--- src/rtl/keypad_entry_ctrl.sv ---
// keypad_entry_ctrl: keypad digit entry sequencer for the alarm-clock datapath
// Ports:
//   clock, reset (async, active-low) ; one_second (1-cycle tick per second)
//   time_button, alarm_button (levels) ; alarm_sel (slot for show/commit)
//   key (keypad code, NOKEY when idle)
//   shift, show_new_time, show_a, show_sel, load_new_a (one-hot),
//   load_new_c, reset_count, digit_count, entry_error (1-cycle abort pulse)
module keypad_entry_ctrl #(
  parameter int KEY_W     = 4,
  parameter int NOKEY     = 10,
  parameter int DIGITS    = 4,
  parameter int TIMEOUT_S = 10,
  parameter int ALARMS    = 2,
  parameter int SLOT_W    = 1,
  parameter int CNT_W     = 3
) (
  input  logic              clock,
  input  logic              reset,
  input  logic              one_second,
  input  logic              time_button,
  input  logic              alarm_button,
  input  logic [SLOT_W-1:0] alarm_sel,
  input  logic [KEY_W-1:0]  key,
  output logic              shift,
  output logic              show_new_time,
  output logic              show_a,
  output logic [SLOT_W-1:0] show_sel,
  output logic [ALARMS-1:0] load_new_a,
  output logic              load_new_c,
  output logic              reset_count,
  output logic [CNT_W-1:0]  digit_count,
  output logic              entry_error
);
  localparam int SEC_W = $clog2(TIMEOUT_S);
  localparam logic [SEC_W-1:0] SEC_LAST = SEC_W'(TIMEOUT_S - 1);
  localparam logic [CNT_W-1:0] DMAX = CNT_W'(DIGITS);
  typedef enum logic [2:0] {
    SHOW_TIME        = 3'd0,
    SHOW_ALARM       = 3'd1,
    KEY_STORED       = 3'd2,
    KEY_WAITED       = 3'd3,
    KEY_ENTRY        = 3'd4,
    SET_ALARM_TIME   = 3'd5,
    SET_CURRENT_TIME = 3'd6
  } state_t;
  state_t state, state_next;
  logic [SEC_W-1:0] sec_cnt;
  logic err_next, cap_sel, dc_inc;
  logic valid, key_up, sel_bad, no_digits, timeout, timing;
  assign valid     = key <= KEY_W'(9);
  // only the true idle code releases a held key; other invalid codes keep it "held"
  assign key_up    = key == KEY_W'(NOKEY);
  assign sel_bad   = 32'(alarm_sel) >= 32'(ALARMS);
  assign no_digits = digit_count == '0;
  assign timing    = state == KEY_WAITED || state == KEY_ENTRY;
  assign timeout   = one_second && sec_cnt == SEC_LAST;
  always_ff @(posedge clock or negedge reset) begin
    if (!reset) begin
      state       <= SHOW_TIME;
      sec_cnt     <= '0;
      digit_count <= '0;
      show_sel    <= '0;
      entry_error <= 1'b0;
    end else begin
      state       <= state_next;
      // any state change restarts the timeout window, dropping a coincident tick
      sec_cnt     <= (!timing || state_next != state) ? '0 : sec_cnt + SEC_W'(one_second);
      digit_count <= state_next == SHOW_TIME ? '0 :
                     dc_inc ? (digit_count == DMAX ? DMAX : digit_count + 1'b1) : digit_count;
      show_sel    <= cap_sel ? alarm_sel : show_sel;
      entry_error <= err_next;
    end
  end
  always_comb begin
    state_next = state;
    err_next   = 1'b0;
    cap_sel    = 1'b0;
    dc_inc     = 1'b0;
    case (state)
      SHOW_TIME:
        if (alarm_button) begin
          err_next   = sel_bad;
          cap_sel    = !sel_bad;
          state_next = sel_bad ? SHOW_TIME : SHOW_ALARM;
        end else if (valid) begin
          state_next = KEY_STORED;
          dc_inc     = 1'b1;
        end
      SHOW_ALARM: state_next = alarm_button ? SHOW_ALARM : SHOW_TIME;
      KEY_STORED: state_next = KEY_WAITED;
      KEY_WAITED:
        if (key_up) state_next = KEY_ENTRY;
        else if (timeout) begin
          state_next = SHOW_TIME;
          err_next   = 1'b1;
        end
      KEY_ENTRY:
        if (alarm_button) begin
          err_next   = no_digits || sel_bad;
          cap_sel    = !(no_digits || sel_bad);
          state_next = (no_digits || sel_bad) ? SHOW_TIME : SET_ALARM_TIME;
        end else if (time_button) begin
          err_next   = no_digits;
          state_next = no_digits ? SHOW_TIME : SET_CURRENT_TIME;
        end else if (timeout) state_next = SHOW_TIME;
        else if (valid) begin
          state_next = KEY_STORED;
          dc_inc     = 1'b1;
        end
      default: state_next = SHOW_TIME;
    endcase
  end
  always_comb begin
    shift         = state == KEY_STORED;
    show_new_time = state == KEY_STORED || state == KEY_WAITED || state == KEY_ENTRY;
    show_a        = state == SHOW_ALARM;
    load_new_a    = state == SET_ALARM_TIME ? ALARMS'(1) << show_sel : '0;
    load_new_c    = state == SET_CURRENT_TIME;
    reset_count   = state == SET_CURRENT_TIME;
  end
endmodule

--- config.mk ---
export PLATFORM = sky130hd
export DESIGN_NAME = keypad_entry_ctrl
export DESIGN_NICKNAME = d
export VERILOG_FILES = /design/src/rtl/keypad_entry_ctrl.sv
export SDC_FILE = /design/constraint.sdc
export NUM_CORES = 1
export LEC_CHECK = 0
export ABC_AREA = 1
export CAP_MARGIN = 10
export CELL_PAD_IN_SITES_DETAIL_PLACEMENT = 1
export CELL_PAD_IN_SITES_GLOBAL_PLACEMENT = 1
export CORE_MARGIN = 5
export CORE_UTILIZATION = 33
export CTS_CLUSTER_DIAMETER = 50
export DETAILED_ROUTE_END_ITERATION = 8
export GPL_TIMING_DRIVEN = 0
export PLACE_DENSITY = 0.89
export SYNTH_ARGS = -nofsm -noshare
export SYNTH_HDL_FRONTEND = slang
export SYNTH_SLANG_ARGS = --single-unit
--- constraint.sdc ---
create_clock -name clock -period 1.8 [get_ports clock]
set_input_delay 0.36 -clock clock [delete_from_list [all_inputs] [get_ports clock]]
set_output_delay 0.36 -clock clock [all_outputs]
set_load 0.01 [all_outputs]
Yosys cells after proc, flatten, opt, wreduce, memory -nomap -nowiden:

Cells that the tools add are included.

* bits in registers: 12
* output and inout port bits: 12
* input port bits: 10

* reduce and logical (&&, ||, !) cells: 11
* shift-type cells: 1
* magnitude comparators: 1
* eq/ne operators: 10
* $add $sub $neg: 2
* mux-type cells: 30

Operator list (number)
* 2-to-1 mux 3 bit: 12
* one-hot mux 3 bit (5 select lines): 1
* equality test 3 bit, second input constant: 4
* 2-to-1 mux 1 bit: 12
* logical NOT 3 bit: 3
* equality test 4 bit, second input constant: 2
* equality test 3 x 2 -> 1 bit, second input constant: 2
* one-hot mux 1 bit (2 select lines): 3
* adder 4 x 1 -> 4 bit: 1
* less-or-equal comparator 4 bit, second input constant: 1
* logical OR 1 bit: 4
* 2-to-1 mux 4 bit: 1
* adder 3 x 1 -> 3 bit, second input constant: 1
* equality test 3 x 1 -> 1 bit, second input constant: 1
* != test 3 bit: 1
* logical NOT 1 bit: 2
* 2-to-1 mux 2 bit: 1
* nonzero test 2 bit: 1
* left shift 1 x 1 -> 2 bit, first input constant: 1
* logical AND 1 bit: 1

Logic depth before layout (Yosys ltp):

Gate-level depths: netlist of run 1.

* depth in word-level cells: 9
* gate-level depth with buffers: 12
* gate-level depth less buffers: 12

Least setup slack after synthesis of run 1:

OpenSTA, ideal clock, no wires.

* path type: flip-flop to flip-flop
* start: reg digit_count[0]
* end: reg digit_count[2]
* setup time: 0.113 ns
* clock period less this slack: 1.432 ns
* buffers on the path: 0
* arrival time: 1.319 ns
* stages on the path, launching flop included: 12
* path slack: 0.368 ns
* path through: dfrtp_1 inv_1 ha_1 nand3_1 nand2_1 nand3_1 nand2_1 nand2_2 nor2_2 nand3_2 nand2_1 inv_1

* elaborated cells between the ends (all ways): 13
* classes of those cells: add/sub: 1; eq/ne: 1; mux: 8; reduce/logical: 3

RTL lines
* start, declared: line 31 `output logic [CNT_W-1:0] digit_count,`
* start signal, assigned: line 68 `digit_count <= state_next == SHOW_TIME ? '0 :`
* logical NOT 3 bit (*): line 54 `assign no_digits = digit_count == '0;`
* 2-to-1 mux 3 bit (*): line 101 `state_next = (no_digits || sel_bad) ? SHOW_TIME : SET_ALARM_TIME;`
* 2-to-1 mux 3 bit (*): line 98 `if (alarm_button) begin`
* one-hot mux 3 bit (5 select lines) (*): line 79 `case (state)`
* named net state_next[0]: line 46 `state_t state, state_next;`
* logical NOT 3 bit (*): line 68
* 2-to-1 mux 3 bit / nonzero test 2 bit (equally long branches)

Mark *: on every way through the listed nets, which the timed path passes. The rest lies on a longest branch. The select of a mux whose other input is x is not followed.
A chain may end at the register's enable or synchronous reset.

Worst setup path after layout of run 1:

* start: in alarm_button
* end: reg digit_count[2]

* word-level cells in the longest chain between the ends: 4
* elaborated cells between the ends (all ways): 10
* classes of those cells: mux: 8; reduce/logical: 2

RTL lines
* start, declared: line 21 `input logic alarm_button,`
* 2-to-1 mux 3 bit, or another cell as far along: line 98
* one-hot mux 3 bit (5 select lines): line 79
* logical NOT 3 bit: line 68
* 2-to-1 mux 3 bit / nonzero test 2 bit (equally long branches)

Several ways; a longest one is shown, not always the timed one.

==> results of run 1 <==
-- placed cells by master (no fill, tap or decap), types with 4 or more instances in the layout --
| cell | n |
|---|---|
| buf_4 | 4 |
| clkdlybuf4s50_1 | 14 |
| nand3_1 | 11 |
| nor2_2 | 7 |
| o21ai_0 | 7 |
| nand2_1 | 42 |
| inv_1 | 23 |
| dfrtp_1 | 10 |
| nor2_1 | 12 |
| dlygate4sd2_1 | 5 |
-- state kept, by name, indices dropped and copies added, names as in the netlist --
register / flops
digit_count: 3
entry_error: 1
sec_cnt: 4
show_sel: 1
state: 3
-- power breakdown --
group	total, µW	internal (µW)	leakage (µW)	switching [µW]
logic	803	319	0.000473	484
registers	375	330	0.000157	45.0
clock network	166	77.4	0.0000138	88.6
total	1340	726	0.000643	618
-- through the flow --
step / setup TNS, ns / power (µW)
final: 0 / 1340
after global routing: -0.132 / 1470
after CTS: 0 / 1340
after detailed placement: -1.24 / 1160
after global placement: -0.515 / 1130
after floorplan: 0 / 887
-- critical path, cell delays in order --
cell,delay [ns]
clkdlybuf4s50_1,0.49
inv_1,0.11
nand3_1,0.14
nor3_1,0.25
nand2_1,0.17
o21ai_0,0.28
nand2_1,0.11
inv_1,0.06
-- how the worst max path moves through the flow --
stage / end / cells past startpoint / start / slack [ns]
3_5_place_dp: sec_cnt[3] / 13 / key[3] / -0.19
2_1_floorplan: digit_count[2] / 11 / digit_count[0] / 0.37
4_1_cts: show_new_time / 5 / state[1] / 0.03
3_3_place_gp: digit_count[1] / 12 / key[3] / -0.08
6_report: digit_count[2] / 8 / alarm_button / 0.05
5_1_grt: digit_count[2] / 8 / alarm_button / -0.1
-- cell families after synthesis --
kind of cell / after synthesis
DFF: 12
and+or+nand+nor: 79
AOI/OAI and AO/OA: 12
xor gates and xnor gates: 2
buffers and inverters: 28
adders and majority gates: 4
-- what timing repair did --
action,in CTS,in global routing
pin swaps,0,0
gates resized for setup,12,4
endpoints found under the setup margin,7,4
hold buffers,0,0
setup buffers,2,0
-- metal layers --
layer  track usage [%]  vias up
met3              3.10        4
met5                 0        -
met4              4.55        0
met2              27.1       24
li1                  -      475
met1              17.8      464
-- area by class of cell --
type,instances,area (µm²)
timing repair buffer,23,211
inverter,26,100
tap,30,37.5
fill,352,1340
multi-input combinational,97,489
clock buffer,3,22.5
buffer,2,18.8
sequential,12,303
==> reports/metrics.cfg, run 1 <==
[outcome]
status = finished clean

[synth]
synth_cell_types = 19
synth_simple_gate_area_share_pct = 38.5
synth.area.top_cells = dfrtp_1 (34%), nand2_1 (18%), inv_1 (9.7%)
synth.avg_cell_area_um2 = 6.52
synthesis.nets = 151
muxShareOfSynthArea_pct = 0
synth_top_cell_by_area = dfrtp_1
synth-seq-area-share_pct = 33.6
synth_most_common_cell = nand2_1
synthXorXnorAreaFrac_pct = 1.96
synth_edf_count = 0
synth_cells = 137
synth_compound_area_share_pct = 7.28
synth_common_cells = nand2_1 (42), inv_1 (23), nor2_1 (14)
synthFlopType = dfrtp_1
yosys_warnings = 0
synth_area_um2 = 893
synth_top_family_by_area = simple AND/OR/NAND/NOR gates
synth_fa_ha_area_share_pct = 5.60
ys_seq_elements = 12
postSynth.asyncResetShare_pct = 100
yosysTopAreaCellShare_pct = 33.6

[sta]
drv_slew = 0
rsz0062_at_grt = true
worst_pin_slew_ns = 0.575
max_freq_ghz = 0.570
worst_slack_ns = 0.0470
skew_ns = 0.00204
setup_viol = 0
whs_ns = 0.453
finalHoldViolations = 0
fin_crit_sh_pct = 97.4
min_period_ns = 1.75
relSlewSlack_pct = 61.5

[setup_path]
critPathKind = in -> reg
arrival_ns = 1.97
cp_max_fo = 5
timing.rr.start = digit_count[0]
crit_required_ns = 2.02
reg2reg_depth = 11
reg2reg_slack_ns = 0.14
worstSetupEndpointType = register
start_kind = primary input
reg2reg_to = digit_count[2]

[finish]
synthToLayoutAreaGrowth_pct = 32.4
n_antenna_cell = 0
fin_area_um2 = 1180
final-instance-count-excl-fill = 193
fin_nets = 179
drive_gt1_share_pct = 16.6
fin_util_pct = 46.9

[detailed_routing]
highest-signal-layer = met4
wl_per_cell_um = 13.5
drt_iter0_drc = 25
vias = 967
antenna_left = 0
wl_met2_um = 1370
drtPass1Iterations = 4
vias_per_cell = 5.01
drc = 0
drt-total-wl_um = 2600
wl_met1_um = 1090
route.met3.wl_um = 111

[place]
placedCellCount = 188
post_dp_cell_area_um2 = 1140
preCtsSetupSlack_ns = -0.193
io_buffers = 21
dp_hpwl_um = 2060
place_congestion = 0.865

[flow_run]
maxCapViolations = 0

[die]
fp.coreArea_um2 = 2520
start_util_pct = 35.4
pin_count = 22
die_w_um = 62.0
die-area_um2 = 3850
rows = 18
die_h_um = 62.0

[cts]
cts-buffers-inserted = 3
htree_levels = 1
clk_pin_slew_ns = 0.07
clkSinkCount = 12
tritoncts = built
clock_latency_ns = 0.27
clock_path_buffers = 2
cts_root_buffer = clkbuf_4

[grt]
grt_use_total_pct = 15.0
antenna_found_initial = 0
grt_remaining_overflow = 0
grt_max_degree = 13
first_global_vias = 1023
grt_pass1_wl_um = 4310

[pwr]
vdd_drop_max_uv = 771
p_leak_uw = 0.000643
powerDensity_nw_per_um2 = 1140

[hold_path]
hold_path.class = in -> async

(Power assumes the default switching activity.)
==> run 2: changes to the inputs <==
PLACE_DENSITY = not set   (was 0.89)
PLACE_DENSITY_LB_ADDON = 0.08   (was not set)
==> reports/metrics.cfg, run 2 (synthesis gave the netlist of run 1 again) <==
[outcome]
status = finished clean

[place]
placedCellCount = 188
io_buffers = 21
place_congestion = 0.785
dp_hpwl_um = 1970

[pwr]
powerDensity_nw_per_um2 = 1140
vdd_drop_max_uv = 724
power.total_uw = 1400
p_leak_uw = 0.000654

[sta]
skew_ns = 0.00201
fin_crit_sh_pct = 96.3
max_freq_ghz = 0.577
finalHoldViolations = 0
tns_ns = 0
relSlewSlack_pct = 61.9
whs_ns = 0.455
min_period_ns = 1.73
drv_slew = 0
worst_pin_slew_ns = 0.569
setup_viol = 0

[setup_path]
reg2reg_to = digit_count[1]
worstSetupEndpointType = primary output
reg2reg_depth = 11
reg2reg_slack_ns = 0.18
arrival_ns = 1.37
timing.rr.start = digit_count[1]
crit_required_ns = 1.44
critPathKind = reg -> out
cp_max_fo = 4
start_kind = register

[finish]
fin_nets = 181
final-instance-count-excl-fill = 195
final_common_cell = nand2_1
largest_register = sec_cnt
final_cell_mix = nand2_1 (41), inv_1 (23), clkdlybuf4s50_1 (14)
n_antenna_cell = 0
largest_reg_flops = 4
reg_top3 = sec_cnt: 4 flops, digit_count: 3 flops, state: 3 flops
drive_gt1_share_pct = 18.8
synthToLayoutAreaGrowth_pct = 36.8

[flow_run]
maxCapViolations = 0

[cts]
tritoncts = built
clkSinkCount = 12
cts_root_buffer = clkbuf_4
clock_path_buffers = 2
clock_latency_ns = 0.27
htree_levels = 1
clk_pin_slew_ns = 0.08
cts-buffers-inserted = 3
cts_hold_buf = 0

[detailed_routing]
vias_per_cell = 4.93
antenna_left = 0
wl_met1_um = 1040
highest-signal-layer = met4
wl_met2_um = 1400
drtPass1Iterations = 4
wl_per_cell_um = 13.0
route.met3.wl_um = 80
drt_iter0_drc = 30
vias = 961
drc = 0
drt-total-wl_um = 2540

[die]
die_w_um = 62.0
fp.coreArea_um2 = 2520
rows = 18
die_h_um = 62.0
start_util_pct = 35.4
die-area_um2 = 3850
pin_count = 22

[hold_path]
hold_path.class = in -> async

[grt]
grt_use_total_pct = 15.8
antenna_found_initial = 0
grt_pass1_wl_um = 4480
grt_max_degree = 13
first_global_vias = 1031
grt_remaining_overflow = 0

[run 2: changes by cell type in the layout (fill, tap and decap cells not counted), sizes merged]
cell,before,now
clkdlybuf4s15,0,1
clkbuf,4,3
buf,5,7
[run 2: final cells by class]
cell class | instances | area (µm²)
plain buffers | 2 | 18.8
clock buffers | 3 | 22.5
fillers | 333 | 1300
inverters | 26 | 100
multi-input cells | 97 | 509
flip-flops and latches | 12 | 303
well taps | 30 | 37.5
repair buffers | 25 | 231
[run 2: critical path, stage by stage, from the launching register on]
cell and delay [ns]:
dfrtp_2 0.44, inv_4 0.08, buf_4 0.13, nand2_2 0.07
nor2_4 0.12, clkdlybuf4s15_1 0.25
[run 2: worst max-delay path by stage]
| stage | startpoint | to | cells after the start |
|---|---|---|---|
| CTS | state[2] | shift | 5 |
| global route | digit_count[1] | sec_cnt[3] | 12 |
| detailed placement | key[3] | digit_count[2] | 12 |
| floorplan | digit_count[0] | digit_count[2] | 11 |
| global placement | key[3] | digit_count[0] | 12 |
| finish | state[2] | shift | 5 |
[run 2: stage by stage]
stage                     worst slack, ns  utilization [%]  cell area, µm²
after floorplan                     0.368                -             893
after global placement             -0.106             45.2            1140
after detailed placement           -0.172             45.2            1140
after CTS                          0.0110             47.4            1200
after global routing              -0.0156             48.5            1220
final                              0.0663             48.5            1220
[run 2: layer usage]
layer | global-route usage (%) | vias to the layer above
li1 | - | 478
met1 | 18.0 | 470
met2 | 29.6 | 11
met3 | 2.69 | 2
met4 | 5.15 | 0
met5 | 0 | -
[run 2: power breakdown]
part	leakage (µW)	switching, µW	total [µW]	internal, µW
registers	0.000157	44.6	374	330
logic	0.000483	515	859	344
clock network	0.0000138	88.5	166	77.2
total	0.000654	648	1400	751
[run 2: what timing repair did]
item                       4_1_cts  5_1_grt
setup buffers                    4        0
setup endpoints to repair        7        9
gates cloned                     0        0
gates resized for setup         12        8
==> run 3: changes to the inputs <==
CORE_MARGIN = 2   (was 5)
CTS_CLUSTER_SIZE = 16   (was not set)
MAX_ROUTING_LAYER = met4   (was not set)
==> reports/metrics.cfg, run 3 (synthesis gave the netlist of run 1 again) <==
[pwr]
p_switching_uw = 659
p_clk_share_pct = 12.1
powerDensity_nw_per_um2 = 1140
seqPwrFrac_pct = 26.3
comb_power_share_pct = 61.6
p_int_uw = 755
p_leak_uw = 0.000694
switching_share_pct = 46.6
vdd_drop_max_uv = 769

[sta]
relSlewSlack_pct = 63.0
max_freq_ghz = 0.575
finalHoldViolations = 0
skew_ns = 0.00338
setup_viol = 0
fin_crit_sh_pct = 96.7
drv_slew = 0
min_period_ns = 1.74
whs_ns = 0.439
worst_pin_slew_ns = 0.554

[die]
die-area_um2 = 3140
pin_count = 22
die_h_um = 56.0
fp.coreArea_um2 = 2520
die_w_um = 56.0
start_util_pct = 35.4
rows = 18

[finish]
final_cell_mix = nand2_1 (40), inv_1 (23)
largest_reg_flops = 4
drive_gt1_share_pct = 18.7
fin_area_um2 = 1240
final_common_cell = nand2_1
layout.filler_cells = 334
n_antenna_cell = 0
final-instance-count-excl-fill = 196
fin_nets = 182
fin_util_pct = 49.3
synthToLayoutAreaGrowth_pct = 39.1
reg_top3 = sec_cnt: 4 flops, digit_count: 3 flops, state: 3 flops
largest_register = sec_cnt

[hold_path]
hold_path.class = in -> async

[cts]
clock_path_buffers = 2
clock_latency_ns = 0.27
clkSinkCount = 12
clk_pin_slew_ns = 0.08
htree_levels = 1
tritoncts = built
cts-buffers-inserted = 3
cts_root_buffer = clkbuf_4

[detailed_routing]
wl_per_cell_um = 13.0
drt-total-wl_um = 2550
drtPass1Iterations = 5
drt_iter0_drc = 14
drc = 0
vias_per_cell = 4.89
vias = 958
antenna_left = 0

[setup_path]
reg2reg_slack_ns = 0.19
critPathKind = reg -> out
start_kind = register
worstSetupEndpointType = primary output
crit_required_ns = 1.44
cp_max_fo = 4
timing.rr.start = digit_count[0]
reg2reg_depth = 12
arrival_ns = 1.38
reg2reg_to = sec_cnt[1]

[place]
place_congestion = 0.818
placedCellCount = 188
post_dp_cell_area_um2 = 1140
dp_hpwl_um = 1840
io_buffers = 21

[grt]
grt_pass1_wl_um = 4580
antenna_found_initial = 0
first_global_vias = 1010
grt_max_degree = 13
grt_use_total_pct = 18.6
grt_remaining_overflow = 0

[outcome]
status = finished clean

[flow_run]
maxCapViolations = 0

==> run 3: cell types whose count changed in the layout (fill, tap and decap cells not counted), sizes merged <==
cell           previous run  this run
dlymetal6s2s              0         3
clkdlybuf4s15             1         2
clkdlybuf4s50            14        11
==> run 3: power by group through the flow <==
stage	clock network, µW	registers [µW]	logic, µW
2_1_floorplan	0	390	497
3_5_place_dp	0	386	772
5_1_grt	185	378	987
4_1_cts	172	372	802
6_report	171	372	871
3_3_place_gp	0	383	755
==> run 3: metrics by stage <==
step	power, µW	setup slack [ns]	setup TNS [ns]
after global routing	1550	-0.0241	-0.0248
after floorplan	887	0.368	0
final	1410	0.0599	0
after CTS	1350	0.0416	0
after global placement	1140	-0.106	-0.665
after detailed placement	1160	-0.148	-0.951
==> run 3: cell type report <==
class	count	area, µm²	area share (%)
clock buffers	3	22.5	1.81
plain buffers	2	18.8	1.51
well taps	30	37.5	3.02
flip-flops and latches	12	302	24.3
repair buffers	26	249	20.0
multi-input cells	97	513	41.3
inverters	26	100	8.06
==> run 3: what timing repair did <==
item	CTS	global route
hold endpoints to repair	0	0
pin swaps	0	4
setup endpoints to repair	7	9
hold buffers	0	0
setup buffers	4	1
resized for setup	11	13
==> run 3: worst max path at each step <==
stage | end | start
after floorplan | digit_count[2] | digit_count[0]
after global placement | digit_count[0] | key[3]
after detailed placement | sec_cnt[1] | key[3]
after CTS | reset_count | state[2]
after global routing | show_new_time | state[1]
final | show_new_time | state[1]
==> run 3: routing by layer <==
layer	vias to the layer above	wire length (µm)	GRT usage, %	share of wire [%]
met5	-	0	-	0
met4	0	31	5.78	1.2
met2	15	1320	32.4	52
met1	458	1150	22.4	45
li1	481	-	-	-
met3	4	58	2.09	2.3
==> run 3: critical path, stage by stage, from the launching register on <==
cell and delay, ns:
dfrtp_2 0.43, buf_4 0.16, nor2_2 0.13, nand2_1 0.10
nand2_1 0.06, clkdlybuf4s15_1 0.23
